<file path="src/rtl/mem_arbiter.sv">
// Shares one single-ported RAM between instruction fetch (IF) and load/store (LS).
// Define MEM_ARB_RR_EN for round-robin arbitration; by default LS has fixed priority over IF.
module mem_arbiter #(
  parameter int unsigned ADDR_W = 64,
  parameter int unsigned DATA_W = 64,
  parameter int unsigned INST_W = 32,
  parameter int unsigned TYPE_W = 3
) (
  input  logic              clk,
  input  logic              rst_n,
  input  logic              if_req_valid,
  output logic              if_req_ready,
  input  logic [ADDR_W-1:0] if_addr,
  output logic              if_resp_valid,
  output logic [INST_W-1:0] if_inst,
  input  logic              ls_req_valid,
  output logic              ls_req_ready,
  input  logic              ls_write,
  input  logic [ADDR_W-1:0] ls_addr,
  input  logic [DATA_W-1:0] ls_wdata,
  input  logic [TYPE_W-1:0] ls_store_type,
  input  logic [TYPE_W-1:0] ls_load_type,
  output logic              ls_resp_valid,
  output logic [DATA_W-1:0] ls_rdata,
  output logic              ram_en,
  output logic              ram_write,
  output logic [ADDR_W-1:0] ram_addr,
  output logic [DATA_W-1:0] ram_wdata,
  output logic [TYPE_W-1:0] ram_store_type,
  output logic [TYPE_W-1:0] ram_load_type,
  input  logic [DATA_W-1:0] ram_rdata
);

  typedef enum logic [1:0] {StIdle, StIssue, StCapt, StResp} state_e;

  state_e              state_q, state_d;
  logic                owner_ls_q, owner_ls_d;
  logic                write_q, write_d;
  logic [ADDR_W-1:0]   addr_q, addr_d;
  logic [DATA_W-1:0]   wdata_q, wdata_d;
  logic [TYPE_W-1:0]   st_q, st_d;
  logic [TYPE_W-1:0]   lt_q, lt_d;
  logic [INST_W-1:0]   if_inst_q, if_inst_d;
  logic [DATA_W-1:0]   ls_rdata_q, ls_rdata_d;

  logic slot_open, pick_ls, accept_ls, accept_if;

`ifdef MEM_ARB_RR_EN
  logic last_ls_q, last_ls_d;
  // On a tie (both or neither valid) the requester not granted last gets the slot.
  assign pick_ls = (ls_req_valid & ~if_req_valid) | (~(ls_req_valid ^ if_req_valid) & ~last_ls_q);
`else
  assign pick_ls = ls_req_valid | ~if_req_valid;
`endif

  // Readies are held low while reset is asserted, even though state_q already reads StIdle.
  assign slot_open    = rst_n & ((state_q == StIdle) | (state_q == StResp));
  assign ls_req_ready = slot_open & pick_ls;
  assign if_req_ready = slot_open & ~pick_ls;
  assign accept_ls    = ls_req_ready & ls_req_valid;
  assign accept_if    = if_req_ready & if_req_valid;

  always_comb begin
    state_d    = state_q;
    owner_ls_d = owner_ls_q;
    write_d    = write_q;
    addr_d     = addr_q;
    wdata_d    = wdata_q;
    st_d       = st_q;
    lt_d       = lt_q;
    if_inst_d  = if_inst_q;
    ls_rdata_d = ls_rdata_q;
`ifdef MEM_ARB_RR_EN
    last_ls_d  = last_ls_q;
    if (accept_ls) begin
      last_ls_d = 1'b1;
    end else if (accept_if) begin
      last_ls_d = 1'b0;
    end
`endif
    case (state_q)
      StIdle, StResp: begin
        if (accept_ls) begin
          state_d    = StIssue;
          owner_ls_d = 1'b1;
          write_d    = ls_write;
          addr_d     = ls_addr;
          wdata_d    = ls_wdata;
          st_d       = ls_store_type;
          lt_d       = ls_load_type;
        end else if (accept_if) begin
          state_d    = StIssue;
          owner_ls_d = 1'b0;
          write_d    = 1'b0;
          addr_d     = if_addr;
          wdata_d    = '0;
          st_d       = '0;
          lt_d       = '0;
        end else begin
          state_d = StIdle;
        end
      end
      StIssue: state_d = StCapt;
      StCapt: begin
        state_d    = StResp;
        // Non-owner data is cleared so only the granted side ever shows a value.
        if_inst_d  = owner_ls_q ? '0 :
                     (addr_q[2] ? ram_rdata[INST_W +: INST_W] : ram_rdata[INST_W-1:0]);
        ls_rdata_d = (owner_ls_q & ~write_q) ? ram_rdata : '0;
      end
      default: state_d = StIdle;
    endcase
  end

  always_ff @(posedge clk or negedge rst_n) begin
    if (!rst_n) begin
      state_q    <= StIdle;
      owner_ls_q <= 1'b0;
      write_q    <= 1'b0;
      addr_q     <= '0;
      wdata_q    <= '0;
      st_q       <= '0;
      lt_q       <= '0;
      if_inst_q  <= '0;
      ls_rdata_q <= '0;
`ifdef MEM_ARB_RR_EN
      last_ls_q  <= 1'b0;
`endif
    end else begin
      state_q    <= state_d;
      owner_ls_q <= owner_ls_d;
      write_q    <= write_d;
      addr_q     <= addr_d;
      wdata_q    <= wdata_d;
      st_q       <= st_d;
      lt_q       <= lt_d;
      if_inst_q  <= if_inst_d;
      ls_rdata_q <= ls_rdata_d;
`ifdef MEM_ARB_RR_EN
      last_ls_q  <= last_ls_d;
`endif
    end
  end

  // RAM side is only driven during the issue cycle.
  assign ram_en         = (state_q == StIssue);
  assign ram_write      = ram_en & write_q;
  assign ram_addr       = ram_en ? addr_q  : '0;
  assign ram_wdata      = ram_en ? wdata_q : '0;
  assign ram_store_type = ram_en ? st_q    : '0;
  assign ram_load_type  = ram_en ? lt_q    : '0;

  assign if_resp_valid  = (state_q == StResp) & ~owner_ls_q;
  assign ls_resp_valid  = (state_q == StResp) & owner_ls_q;
  assign if_inst        = if_inst_q;
  assign ls_rdata       = ls_rdata_q;

endmodule
</file>
<file path="config.mk">
export PLATFORM = sky130hd
export DESIGN_NAME = mem_arbiter
export DESIGN_NICKNAME = d
export VERILOG_FILES = /design/src/rtl/mem_arbiter.sv
export SDC_FILE = /design/constraint.sdc
export NUM_CORES = 1
export LEC_CHECK = 0
export BUFFER_PORTS_ARGS = -buffer_cell sky130_fd_sc_hd__buf_2
export CAP_MARGIN = 5
export CORE_AREA = 8 8 189 191
export DETAILED_ROUTE_END_ITERATION = 8
export DIE_AREA = 0 0 197 199
export GPL_TIMING_DRIVEN = 0
export PLACE_DENSITY = 0.59
export SYNTH_ARGS = -nofsm -noshare
export SYNTH_HDL_FRONTEND = slang
export SYNTH_SLANG_ARGS = --single-unit
</file>
<file path="constraint.sdc">
create_clock -name clk -period 2.15 [get_ports clk]
set_clock_uncertainty 0.05 [all_clocks]
set_input_delay 0.43 -clock clk [delete_from_list [all_inputs] [get_ports clk]]
set_output_delay 0.43 -clock clk [all_outputs]
set_load 0.02 [all_outputs]
</file>
==> results_dict.tcl <==
set metrics [dict create \
    first_iter_violations 311 \
    yosys_warnings 0 \
    dp_slack_ps -616 \
    finalPower_w 0.0233 \
    io_pins 503 \
    reg2reg_to "wdata_q[7]" \
    viasPerCell 4.82 \
    worstPathMaxFanout 7 \
    die_area_mm2 0.0392 \
    vias 9087 \
    drtAntennaViolNets 0 \
    cp.required_ps 1670 \
    crit_arrival_ps 1900 \
    postSynthAreaPerCell_um2 11.9 \
    dr.pass1.iters 4 \
    port_buffers 502 \
    worstSetupEndpointType "primary output" \
    synthArstFlopShare 1.00 \
    grt_max_degree 115 \
    fillers 3078 \
    ir_worst_vdd_v 0.000780 \
    cts_root_buffer "clkbuf_16" \
    r2r_cells 6 \
    crit_type "reg2out" \
    final_util 0.487 \
    grt_first_pass_wirelength_um 61100 \
    p_per_area_mw_per_mm2 1460 \
    synthCells 856 \
    grt_setup_unrepaired "true" \
    rows 67 \
    cpPeakStageDelay_ps 420 \
    yosysMostFrequentCell "dfrtp_1" \
    slew_headroom 0.567 \
    hold_class "in2async" \
    cts_sinks 234 \
    clk_pin_slew_ps 60 \
    start_kind "flop" \
    seq_area_frac_synth 0.573 \
    hold_violations 145 \
    min_period_over_period 1.11 \
    numCtsBuffers 26 \
    synth_fp_nets 1126 \
    detailed_place_hpwl_um 31000 \
    violations "negative hold slack, negative setup slack" \
    initial_core_util 0.311 \
    worst_slack_ps -231 \
    track_usage 0.200 \
    grt_overflow 0 \
    die_h_um 199 \
    drv_cap 0 \
    crit_chain "ha_4 > buf_12 > clkbuf_16 > clkbuf_16 > and2_4 > buf_6" \
    worst_path_most_repeated_cell "clkbuf_16" \
    place.gp.congestion 0.795 \
    regToRegStartpoint "state_q[1]" \
    crit_slowest_cell "dfrtp_1" \
    status "finished, violations left" \
    areaGrowthSynthToFinish_pct 56.5 \
    htree_num_levels 1 \
    antenna_found_initial 4 \
    drc 0 \
    clk_latency_ps 530 \
    core_area_mm2 0.0329 \
    yosys_register_bits 234 \
    leakage_nw 8.32 \
    clockBufferDepth 3 \
    setup_viol 137 \
    synth_area_leaders "dfrtp_1 (57%), a22o_1 (12%), mux2i_1 (9.3%), and2_1 (8.3%), o21ai_0 (3.1%)" \
    fmax_mhz 420 \
    tightest_slew_ps 649 \
    synth_edf_count 0 \
    synth_top_area_share 0.573 \
    cts_tree "done" \
    yosys-top-cells-count "dfrtp_1 (234), and2_1 (136), a22o_1 (135)" \
    yosysTopAreaCell "dfrtp_1" \
    die_x_um 197 \
    wirelength_um 41300 \
    synthFlopType "dfrtp_1" \
    first_global_vias 10000 \
    netlist_area_mm2 0.0102 \
    rrSetupSlack_ps 130 \
    maxSlewViolCount 0 \
    finalCriticalPeriod_ps 2380 \
    wl_per_cell_um 21.9 \
    fin_hold_ws_ps -117 \
    layout.nets 1689 \
    layout-drive-gt1-share 0.520 \
    ys_types 26 \
]
stage by stage:
| step | cell area, µm² | setup TNS [ps] | cells |
|---|---|---|---|
| final | 16000 | -23010 | 1887 |
| after global routing | 16000 | -32280 | 1887 |
| after CTS | 15800 | -30740 | 1884 |
| after detailed placement | 13400 | -52760 | 1808 |
| after global placement | 13300 | -1550920 | 1806 |
| after floorplan | 10200 | 0 | 856 |
cell usage in the layout (no fill, tap or decap), types with 4 or more instances in the layout:
master,n
buf_2,390
dfrtp_1,234
a22o_1,135
buf_6,131
and2_4,103
mux2i_1,95
o21ai_0,64
nand2_1,63
clkbuf_16,34
and2_1,33
buf_4,32
o2bb2ai_1,32
clkbuf_1,14
buf_8,13
clkbuf_8,11
clkinv_2,7
clkbuf_2,5
buf_16,5
buf_1,4
registers in the layout (all words and copies together), names as in the netlist:
signal      count
addr_q         64
ls_rdata       64
wdata_q        64
if_inst        32
lt_q            3
st_q            3
state_q         2
owner_ls_q      1
write_q         1
worst max-delay path by stage:
stage,from,end,slack [ps],cells after the start
floorplan,state_q[1],ram_load_type[0],80,6
global placement,rst_n,ls_req_ready,-4930,4
detailed placement,state_q[1],ram_wdata[57],-620,7
CTS,state_q[1],ram_wdata[60],-280,7
global route,state_q[1],ram_wdata[57],-290,7
finish,state_q[0],ram_wdata[57],-230,6
power breakdown:
| group | total (W) | leakage, nW | internal (W) | switching (W) |
|---|---|---|---|---|
| registers | 0.00770 | 3.01 | 0.00649 | 0.00121 |
| logic | 0.0112 | 4.89 | 0.00523 | 0.00599 |
| clock network | 0.00439 | 0.417 | 0.00253 | 0.00186 |
worst max-delay path: cells and delay by family, from the launching register on:
| family | cells | cell delay [ps] |
|---|---|---|
| buffers and inverters | 4 | 610 |
| AND/OR/NAND/NOR | 1 | 140 |
| flip-flops | 1 | 420 |
| adder cells (fa/ha/maj) | 1 | 200 |
layout make-up:
cell class / count / area [µm²] / share of cell area
multi-input cells: 543 / 4290 / 0.268
diodes: 1 / 2.50 / 0.000156
flip-flops and latches: 234 / 5860 / 0.366
inverters: 5 / 18.8 / 0.00117
clock buffers: 36 / 738 / 0.0461
clock inverters: 11 / 100 / 0.00625
plain buffers: 74 / 653 / 0.0408
repair buffers: 535 / 3790 / 0.237
well taps: 448 / 561 / 0.0350
cell families after synthesis:
group,count (synthesis),share of synthesized area
AO/OA/AOI/OAI,237,0.180
adder cells (fa/ha/maj),3,0.00367
buffers and inverters,79,0.0390
flip-flops,234,0.573
multiplexers,95,0.0930
AND/OR/NAND/NOR,208,0.112
routing by layer:
layer | up-vias | routed length (µm) | global-route usage
li1 | 4185 | - | -
met1 | 4476 | 16700 | 0.243
met2 | 372 | 20200 | 0.344
met3 | 52 | 3520 | 0.0614
met4 | 2 | 786 | 0.0435
met5 | - | 10 | 0
what timing repair did:
item | 4_1_cts | 5_1_grt
buffers inserted | 12 | 1
resized for setup | 390 | 73
hold buffers | 2 | 1
setup endpoints to repair | 141 | 155
endpoints found under the hold margin | 13 | 88
pin swaps | 3 | 1
cloned | 15 | 0
Power figures use the tool's default switching activity.
